[src/rtl/mem_port_arbiter_if.sv]
// rtl/mem_port_arbiter_if.sv - requester and cache bus bundle for the memory port arbiter
interface mem_port_arbiter_if #(
    parameter int NUM_REQ = 4,
    parameter int ADDR_W  = 12,
    parameter int DATA_W  = 8
);
    logic [NUM_REQ-1:0]        req_valid;
    logic [NUM_REQ-1:0]        req_we;
    logic [NUM_REQ*ADDR_W-1:0] req_addr;
    logic [NUM_REQ*DATA_W-1:0] req_wdata;
    logic [NUM_REQ-1:0]        req_gnt;
    logic [NUM_REQ-1:0]        req_done;
    logic [DATA_W-1:0]         req_rdata;

    logic                      cache_valid;
    logic                      cache_we;
    logic [ADDR_W-1:0]         cache_addr;
    logic [DATA_W-1:0]         cache_wdata;
    logic                      cache_hit;
    logic                      cache_ready;
    logic [DATA_W-1:0]         cache_rdata;

    // master = the arbiter, which drives the shared cache port
    modport master (
        input  req_valid, req_we, req_addr, req_wdata,
        output req_gnt, req_done, req_rdata,
        output cache_valid, cache_we, cache_addr, cache_wdata,
        input  cache_hit, cache_ready, cache_rdata
    );

    modport slave (
        output req_valid, req_we, req_addr, req_wdata,
        input  req_gnt, req_done, req_rdata,
        input  cache_valid, cache_we, cache_addr, cache_wdata,
        output cache_hit, cache_ready, cache_rdata
    );
endinterface

[src/rtl/mem_port_arbiter.sv]
// rtl/mem_port_arbiter.sv - round-robin sequencer sharing one cache port among load/store requesters
module mem_port_arbiter #(
    parameter int NUM_REQ = 4,
    parameter int ADDR_W  = 12,
    parameter int DATA_W  = 8,
    parameter int TIMEOUT = 15
) (
    input  logic                 clk,
    input  logic                 rst,
    mem_port_arbiter_if.master   bus,
    output logic                 busy,
    output logic                 timeout_err
);
    localparam int IDX_W = (NUM_REQ > 1) ? $clog2(NUM_REQ) : 1;

    typedef enum logic [1:0] {IDLE, ISSUE, WAIT, DONE} state_t;

    state_t             state;
    logic [IDX_W-1:0]   ptr;
    logic [IDX_W-1:0]   idx;
    logic               lat_we;
    logic [7:0]         cnt;

    logic [NUM_REQ-1:0] gnt_q;
    logic [NUM_REQ-1:0] done_q;
    logic [DATA_W-1:0]  rdata_q;
    logic               cache_valid_q;
    logic               cache_we_q;
    logic [ADDR_W-1:0]  cache_addr_q;
    logic [DATA_W-1:0]  cache_wdata_q;

    logic               found;
    logic [IDX_W-1:0]   win;
    logic [IDX_W-1:0]   cand;

    logic [ADDR_W-1:0]  addr_arr  [NUM_REQ];
    logic [DATA_W-1:0]  wdata_arr [NUM_REQ];

    for (genvar g = 0; g < NUM_REQ; g++) begin : g_unpack
        assign addr_arr[g]  = bus.req_addr[g*ADDR_W +: ADDR_W];
        assign wdata_arr[g] = bus.req_wdata[g*DATA_W +: DATA_W];
    end

    function automatic logic [IDX_W-1:0] next_idx(input logic [IDX_W-1:0] i);
        return (i == IDX_W'(NUM_REQ-1)) ? '0 : i + IDX_W'(1);
    endfunction

    function automatic logic [NUM_REQ-1:0] onehot(input logic [IDX_W-1:0] i);
        logic [NUM_REQ-1:0] v;
        v    = '0;
        v[i] = 1'b1;
        return v;
    endfunction

    // Search starts one past the last winner so a requester that was just
    // serviced is considered last on the next arbitration.
    always_comb begin
        found = 1'b0;
        win   = ptr;
        cand  = ptr;
        for (int i = 0; i < NUM_REQ; i++) begin
            cand = next_idx(cand);
            if (!found && bus.req_valid[cand]) begin
                found = 1'b1;
                win   = cand;
            end
        end
    end

    always_ff @(posedge clk or posedge rst) begin
        if (rst) begin
            state         <= IDLE;
            ptr           <= IDX_W'(NUM_REQ-1);
            idx           <= '0;
            lat_we        <= 1'b0;
            cnt           <= '0;
            gnt_q         <= '0;
            done_q        <= '0;
            rdata_q       <= '0;
            cache_valid_q <= 1'b0;
            cache_we_q    <= 1'b0;
            cache_addr_q  <= '0;
            cache_wdata_q <= '0;
            busy          <= 1'b0;
            timeout_err   <= 1'b0;
        end else begin
            done_q      <= '0;
            timeout_err <= 1'b0;
            case (state)
                IDLE: begin
                    if (found) begin
                        idx           <= win;
                        lat_we        <= bus.req_we[win];
                        cache_valid_q <= 1'b1;
                        cache_we_q    <= bus.req_we[win];
                        cache_addr_q  <= addr_arr[win];
                        cache_wdata_q <= wdata_arr[win];
                        gnt_q         <= onehot(win);
                        busy          <= 1'b1;
                        state         <= ISSUE;
                    end
                end
                ISSUE: begin
                    cache_valid_q <= 1'b0;
                    cache_we_q    <= 1'b0;
                    cache_addr_q  <= '0;
                    cache_wdata_q <= '0;
                    if (bus.cache_hit) begin
                        rdata_q <= lat_we ? '0 : bus.cache_rdata;
                        done_q  <= onehot(idx);
                        state   <= DONE;
                    end else begin
                        cnt   <= '0;
                        state <= WAIT;
                    end
                end
                WAIT: begin
                    if (bus.cache_ready) begin
                        rdata_q <= lat_we ? '0 : bus.cache_rdata;
                        done_q  <= onehot(idx);
                        state   <= DONE;
                    end else if (cnt == 8'(TIMEOUT-1)) begin
                        rdata_q     <= '0;
                        timeout_err <= 1'b1;
                        done_q      <= onehot(idx);
                        state       <= DONE;
                    end else begin
                        cnt <= cnt + 8'd1;
                    end
                end
                DONE: begin
                    ptr   <= idx;
                    gnt_q <= '0;
                    busy  <= 1'b0;
                    state <= IDLE;
                end
                default: state <= IDLE;
            endcase
        end
    end

    assign bus.req_gnt     = gnt_q;
    assign bus.req_done    = done_q;
    assign bus.req_rdata   = rdata_q;
    assign bus.cache_valid = cache_valid_q;
    assign bus.cache_we    = cache_we_q;
    assign bus.cache_addr  = cache_addr_q;
    assign bus.cache_wdata = cache_wdata_q;
endmodule

[src/flat_wrapper.sv]
// flat-port wrapper written by rule: the top's interface ports become plain ports
module mem_port_arbiter_flat 
#(
    parameter int NUM_REQ = 4,
    parameter int ADDR_W  = 12,
    parameter int DATA_W  = 8,
    parameter int TIMEOUT = 15
)
  (clk, rst, busy, timeout_err, bus_req_valid, bus_req_we, bus_req_addr, bus_req_wdata, bus_req_gnt, bus_req_done, bus_req_rdata, bus_cache_valid, bus_cache_we, bus_cache_addr, bus_cache_wdata, bus_cache_hit, bus_cache_ready, bus_cache_rdata);
  mem_port_arbiter_if #(.NUM_REQ(NUM_REQ), .ADDR_W(ADDR_W), .DATA_W(DATA_W)) bus_i ();
  input  logic clk;
  input  logic rst;
  output logic busy;
  output logic timeout_err;
  input wire logic [$bits(bus_i.req_valid)-1:0] bus_req_valid;
  input wire logic [$bits(bus_i.req_we)-1:0] bus_req_we;
  input wire logic [$bits(bus_i.req_addr)-1:0] bus_req_addr;
  input wire logic [$bits(bus_i.req_wdata)-1:0] bus_req_wdata;
  output wire logic [$bits(bus_i.req_gnt)-1:0] bus_req_gnt;
  output wire logic [$bits(bus_i.req_done)-1:0] bus_req_done;
  output wire logic [$bits(bus_i.req_rdata)-1:0] bus_req_rdata;
  output wire logic [$bits(bus_i.cache_valid)-1:0] bus_cache_valid;
  output wire logic [$bits(bus_i.cache_we)-1:0] bus_cache_we;
  output wire logic [$bits(bus_i.cache_addr)-1:0] bus_cache_addr;
  output wire logic [$bits(bus_i.cache_wdata)-1:0] bus_cache_wdata;
  input wire logic [$bits(bus_i.cache_hit)-1:0] bus_cache_hit;
  input wire logic [$bits(bus_i.cache_ready)-1:0] bus_cache_ready;
  input wire logic [$bits(bus_i.cache_rdata)-1:0] bus_cache_rdata;
  assign bus_i.req_valid = bus_req_valid;
  assign bus_i.req_we = bus_req_we;
  assign bus_i.req_addr = bus_req_addr;
  assign bus_i.req_wdata = bus_req_wdata;
  assign bus_req_gnt = bus_i.req_gnt;
  assign bus_req_done = bus_i.req_done;
  assign bus_req_rdata = bus_i.req_rdata;
  assign bus_cache_valid = bus_i.cache_valid;
  assign bus_cache_we = bus_i.cache_we;
  assign bus_cache_addr = bus_i.cache_addr;
  assign bus_cache_wdata = bus_i.cache_wdata;
  assign bus_i.cache_hit = bus_cache_hit;
  assign bus_i.cache_ready = bus_cache_ready;
  assign bus_i.cache_rdata = bus_cache_rdata;
  mem_port_arbiter #(.NUM_REQ(NUM_REQ), .ADDR_W(ADDR_W), .DATA_W(DATA_W), .TIMEOUT(TIMEOUT)) u_core (.clk(clk), .rst(rst), .bus(bus_i), .busy(busy), .timeout_err(timeout_err));
endmodule
[config.mk]
export PLATFORM = sky130hd
export DESIGN_NAME = mem_port_arbiter_flat
export DESIGN_NICKNAME = d
export VERILOG_FILES = /design/src/rtl/mem_port_arbiter_if.sv /design/src/rtl/mem_port_arbiter.sv /design/src/flat_wrapper.sv
export SDC_FILE = /design/constraint.sdc
export NUM_CORES = 1
export LEC_CHECK = 0
export CAP_MARGIN = 20
export CORE_ASPECT_RATIO = 1.5
export CORE_UTILIZATION = 40
export DETAILED_ROUTE_END_ITERATION = 12
export PLACE_DENSITY = 0.86
export SLEW_MARGIN = 20
export SYNTH_ARGS = -nofsm -noshare
export SYNTH_HDL_FRONTEND = slang
export SYNTH_SLANG_ARGS = --single-unit
[constraint.sdc]
create_clock -name clk -period 2.75 [get_ports clk]
set_clock_uncertainty 0.05 [all_clocks]
set_input_delay 0.4125 -clock clk [delete_from_list [all_inputs] [get_ports clk]]
set_output_delay 0.4125 -clock clk [all_outputs]
set_load 0.02 [all_outputs]
# ---- Word level (Yosys, flattened, before mapping)
# Cells that the tools add are included.
dict set report word_totals {
  ff_bits 55
  inputBits 100
  out_inout_bits 40
  elab_cells 125
}
dict set report classes {
  add_sub_neg 5
  magnitude_cmp 9
  eq_ne 14
  n_mux 64
  bitwise 1
  n_reduce_logical 18
}
# op n
set op_table {}
lappend op_table {{8-bit two-way mux} 10}
lappend op_table {{8-bit case mux with 2 select lines} 3}
lappend op_table {{12-bit two-way mux} 3}
lappend op_table {{12-bit binary-select mux with 2-bit select} 1}
lappend op_table {{12-bit case mux with 2 select lines} 1}
lappend op_table {{2-bit two-way mux} 11}
lappend op_table {{2-bit by 3-bit less-than comparator with 1-bit output (second input constant)} 6}
lappend op_table {{1-bit two-way mux} 17}
lappend op_table {{8-bit binary-select mux with 2-bit select} 1}
lappend op_table {{4-bit two-way mux} 4}
lappend op_table {{4-bit case mux with 2 select lines} 2}
lappend op_table {{2-bit equality test (second input constant)} 6}
lappend op_table {{1-bit binary-select mux with 2-bit select} 5}
lappend op_table {{2-bit by 1-bit adder with 2-bit output (second input constant)} 4}
lappend op_table {{8-bit by 1-bit adder with 8-bit output (second input constant)} 1}
lappend op_table {{8-bit by 4-bit equality test with 1-bit output (second input constant)} 1}
lappend op_table {{2-bit inequality test (second input constant)} 4}
lappend op_table {{2-bit case mux with 4 select lines} 1}
lappend op_table {{2-bit AND reduction} 4}
lappend op_table {{1-bit case mux with 2 select lines} 3}
lappend op_table {{2-bit nonzero test} 3}
lappend op_table {{1-bit logical AND} 5}
lappend op_table {{1-bit demux with 2-bit select} 2}
lappend op_table {{2-bit by 1-bit >= comparator with 1-bit output (second input constant)} 2}
lappend op_table {{other kinds (9)} 11}

# ---- Logic depth before layout (Yosys ltp)
dict set report depth {
  word_depth 20
  mapped_depth 9
  mapped_depth_nobuf 8
}

# ---- Least setup slack after synthesis
# No wires, ideal clock.
dict set report synth_path {
  path_type {register -> register}
  start {reg u_core.ptr[1]}
  end {reg u_core.cache_addr_q[1] (netlist: u_core.bus.cache_addr[1])}
  setup_time_ns 0.133
  t_arrival_ns 2.307
  t_required_ns 2.567
  setup_slack_ns 0.260
  stages_incl_launch_ff 9
  path_buffers 1
  period_less_slack_ns 2.490
  path_cell_list {dfstp_2 -> ha_1 -> mux4_2 -> a311oi_1 -> o211ai_1 -> nand2_4 -> buf_8 -> mux2i_1 -> o221ai_2}
}
dict set report synth_between {
  elab_chain_len 20
  elab_cells_between_ends 42
  cone_classes {add/sub (4); eq/ne (5); mux (25); bitwise (1); reduce/logical (7)}
}
# item line_no
set synth_rtl {}
lappend synth_rtl {{start, declared} mem_port_arbiter.sv:19} ;# logic [IDX_W-1:0] ptr;
lappend synth_rtl {{start signal, assigned} mem_port_arbiter.sv:73} ;# ptr <= IDX_W'(NUM_REQ-1);
lappend synth_rtl {{start signal, assigned} mem_port_arbiter.sv:132} ;# ptr <= idx;
lappend synth_rtl {{branches (longest 20 deep; another with 2-bit by 1-bit adder with 2-bit output)} -}
lappend synth_rtl {{end signal, assigned} mem_port_arbiter.sv:96} ;# cache_addr_q <= addr_arr[win];
lappend synth_rtl {{end, declared} mem_port_arbiter.sv:29} ;# logic [ADDR_W-1:0] cache_addr_q;
# Several ways; the timed one is not identified. The select of a mux whose other input is x is not followed.
# A chain may end at the register's enable or synchronous reset.

# ---- Worst setup path after layout
dict set report layout_path {
  start {reg u_core.ptr[1]}
  end {reg u_core.cache_wdata_q[3] (netlist: u_core.bus.cache_wdata[3])}
}
dict set report layout_between {
  elab_chain_len 20
  elab_cells_between_ends 42
  cone_classes {add/sub (4); eq/ne (5); mux (25); bitwise (1); reduce/logical (7)}
}
# item line_no
set layout_rtl {}
lappend layout_rtl {{branches (longest 20 deep; another with 2-bit by 1-bit adder with 2-bit output)} -}
lappend layout_rtl {{end signal, assigned} mem_port_arbiter.sv:97} ;# cache_wdata_q <= wdata_arr[win];
lappend layout_rtl {{end, declared} mem_port_arbiter.sv:30} ;# logic [DATA_W-1:0] cache_wdata_q;
# Several ways; the timed one is not identified. The select of a mux whose other input is x is not followed.

==> metrics.md <==
| Metric | Value |
|---|---|
| Cells along the critical path | `ha_1 -> mux4_2 -> a311oi_1 -> o211ai_1 -> nand2_4 -> buf_12 -> mux2i_1 -> o221ai_2` |
| Post-route antenna net violation count | `0` |
| Mean Syn Cell Area | `10.3 um2` |
| Placed cell areas | `4910 um2` |
| Die X | `~76 um` |
| Initial DRC count | `231` |
| Post-synth top cells | `nand2_1, dfrtp_1, mux2i_1` |
| Core box area | `8010 um2` |
| Peak VDD IR | `0.486 mV` |
| CTS tree | `built` |
| DRC | `0` |
| Bufs on Longest Clock Path | `2` |
| P&R area growth vs syn | `52.5%` |
| Ys Warns | `0` |
| Final Util | `a little over three fifths` |
| Post-synthesis cell count | `323` |
| DR WL/cell | `17.0 um` |
| Clk Latency, worst-skew pair | `roughly 0.3 ns` |
| H-tree Lvls | `2` |
| Top-Level Pins | `140` |
| Final Hold Slack | `0.398 ns` |
| Period minus WS final | `2.65 ns` |
| Ant. Diodes | `0` |
| DIE HEIGHT | `114 um` |
| Share of layout cells above drive strength 1 | `12.3%` |
| Clock Pin Slew Worst Setup and Hold Paths | `0.08 ns` |
| CP Launch Type | `flop` |
| Nets | `579` |
| First-pass GRT wire length | `15.6 mm` |
| CTS root buf | `clkbuf_16` |
| Achievable Freq | `378 MHz` |
| Via Count | `3125` |
| Post-Layout Cell Count | `577` |
| Endpoints failing hold | `0` |
| R2R depth | `8` |
| Post-synth cell types | `49` |
| Slew HR | `62.1%` |
| Worst endpoint data arrival time | `2.78 ns` |
| Tcrit/Tclk final | `96.3%` |
| Sw Share | `43.4%` |
| CTS resizes | `0` |
| Synthesized Nets | `431` |
| Power share of the clock group | `11.8%` |
| Inst Count DP | `between 500 and 600` |
| Initial antenna violation count | `0` |
| Post-DR vias/cell | `between 5 and 6` |
| Max Fanout on Critical Path | `14` |
| Seq cells post-synth | `55` |
| Final TNS setup | `0 ns` |
| Cell count along the critical path | `8` |
| Psw | `2.40 mW` |
| Crit path capture type | `flop` |
| Port bufs | `roughly 140` |
| Hold buffer count at cts | `0` |
| Top_reg_cell synth | `dfrtp_1` |
| Pwr dens | `1090 nW/um2` |
| GR met2 Demand/Resource | `43.2%` |
| Post-synthesis sequential area ratio | `41.5%` |
| Aggregate global-route resource usage | `22.8%` |
| Starting density of the core | `41.5%` |
| Mapped Area | `3320 um2` |
| Largest net degree at the start of global routing | `37` |
| Routed WL | `9.80 mm` |
| Hold WC Path Type | `in2async` |
| Placement Setup Slack | `-0.0555 ns` |
| Max-cap viol count | `0` |
| Sequential share of power | `around a quarter` |
| Gr ovfl total | `0` |
| Post-DP HPWL | `7.62 mm` |
| GP Congestion | `0.839` |
| GR Util met1 | `24.8%` |
| Pwr Total | `5.52 mW` |
| Number of global-route vias before repair | `3285` |
| Number of flops mapped to enable cells by yosys | `0` |
| TritonCTS Buffers | `5` |
| RSZ-0062 raised after global routing | `false` |
| Delay-heaviest family, CP | `multiplexers` |
| Fin area | `5060 um2` |
| Critical path's largest stage delay | `0.55 ns` |
| Post-CTS setup buffers | `0` |
| Kind of critical path | `reg2reg` |
| CP bufs+invs | `1` |
| Setup violators final | `0` |
| CTS Sinks | `55` |
| Cell accounting for the most synthesized area | `dfrtp_1` |
| Worst-margin pin slew | `0.566 ns` |
| Internal | `approximately 3.1 mW` |
| Met3 Use GR | `between 3 and 4%` |
| Max-slew violation count | `0` |
| Most common cell in the synthesized netlist | `nand2_1` |
| Die area | `roughly 8700 um2` |
| Drt first pass iters | `4` |
| Asr flop ratio synth | `100%` |
| Row Count | `40` |
| Status | `finished clean` |
| Logic gate share of total power | `64.6%` |
| Crit path max-delay cell type | `dfstp_2` |
| Critical Path RT | `~2.9 ns` |
| Yosys top cell area share | `40.0%` |
| Final WS setup | `about 0.1 ns` |
| Gr busiest metal | `met2` |
| Static Leak | `2.21 nW` |
| Top post-synthesis cells by area | `dfrtp_1, mux2i_1, o221ai_2` |
registers in the layout, summed over array words and instances, names as in the netlist, 4 cells and up:
register	count
u_core.bus.cache_addr	12
u_core.bus.cache_wdata	8
u_core.bus.req_done	4
u_core.bus.req_gnt	4
u_core.bus.req_rdata	8
u_core.cnt	8
area by class of cell:
class,count,area [um2]
tap,105,131
sequential,55,1380
timing repair buffer,159,1600
clock inverter,3,23.8
fill,669,2950
clock buffer,5,125
multi-input combinational,239,1760
inverter,11,41.3
worst paths after layout:
check                                        start                         to  slack (ns)
max                                  u_core.ptr[1]  u_core.bus.cache_wdata[3]        0.10
min                                            rst  u_core.bus.cache_wdata[4]        0.40
max reg2reg                          u_core.ptr[1]  u_core.bus.cache_wdata[3]        0.10
min reg2reg                u_core.bus.req_rdata[5]    u_core.bus.req_rdata[5]        0.44
max in group asynchronous                      rst              u_core.ptr[1]        1.63
min in group clk           u_core.bus.req_rdata[5]    u_core.bus.req_rdata[5]        0.44
layer usage:
layer  vias up  share of wire (%)
li1       1467                  -
met1      1544                 37
met2        93                 57
met3        21                3.3
met4         0                3.1
met5         -                  0
cell usage in the layout, fill, tap and decap left out, drive strengths merged, types with 2 or more instances in the layout:
cell type | netlist | layout
a21oi | 3 | 3
a31oi | 2 | 2
buf | 13 | 20
clkbuf | 5 | 5
clkdlybuf4s50 | 0 | 139
dfrtp | 53 | 53
dfstp | 2 | 2
ha | 8 | 8
inv | 11 | 12
mux2 | 3 | 3
mux2i | 42 | 42
nand2 | 56 | 56
nand2b | 8 | 8
nand3 | 6 | 6
nand4 | 5 | 5
nand4b | 2 | 2
nor2 | 19 | 19
nor2b | 3 | 3
nor3 | 6 | 6
nor4 | 2 | 2
o21ai | 21 | 21
o21bai | 2 | 2
o221ai | 23 | 23
o31ai | 4 | 4
xor2 | 6 | 6
power groups by stage:
stage | Clock (mW) | Sequential, mW | Combinational (mW)
2_1_floorplan | 0 | 1.52 | 2.24
3_3_place_gp | 0 | 1.30 | 3.44
3_5_place_dp | 0 | 1.31 | 3.57
4_1_cts | 0.659 | 1.30 | 3.59
5_1_grt | 0.691 | 1.34 | 3.83
6_report | 0.654 | 1.30 | 3.57
cell families (layout without fill, tap and decap cells):
family / Yosys count / after routing / synth area share (%)
buffers and inverters: 29 / 178 / 5.62
XOR/XNOR: 6 / 6 / 1.58
multiplexers: 46 / 46 / 14.4
adder cells (fa/ha/maj): 8 / 8 / 3.02
AND/OR/NAND/NOR: 115 / 115 / 16.2
AO/OA/AOI/OAI: 64 / 64 / 17.7
flip-flops: 55 / 55 / 41.5
(Power assumes the default switching activity.)
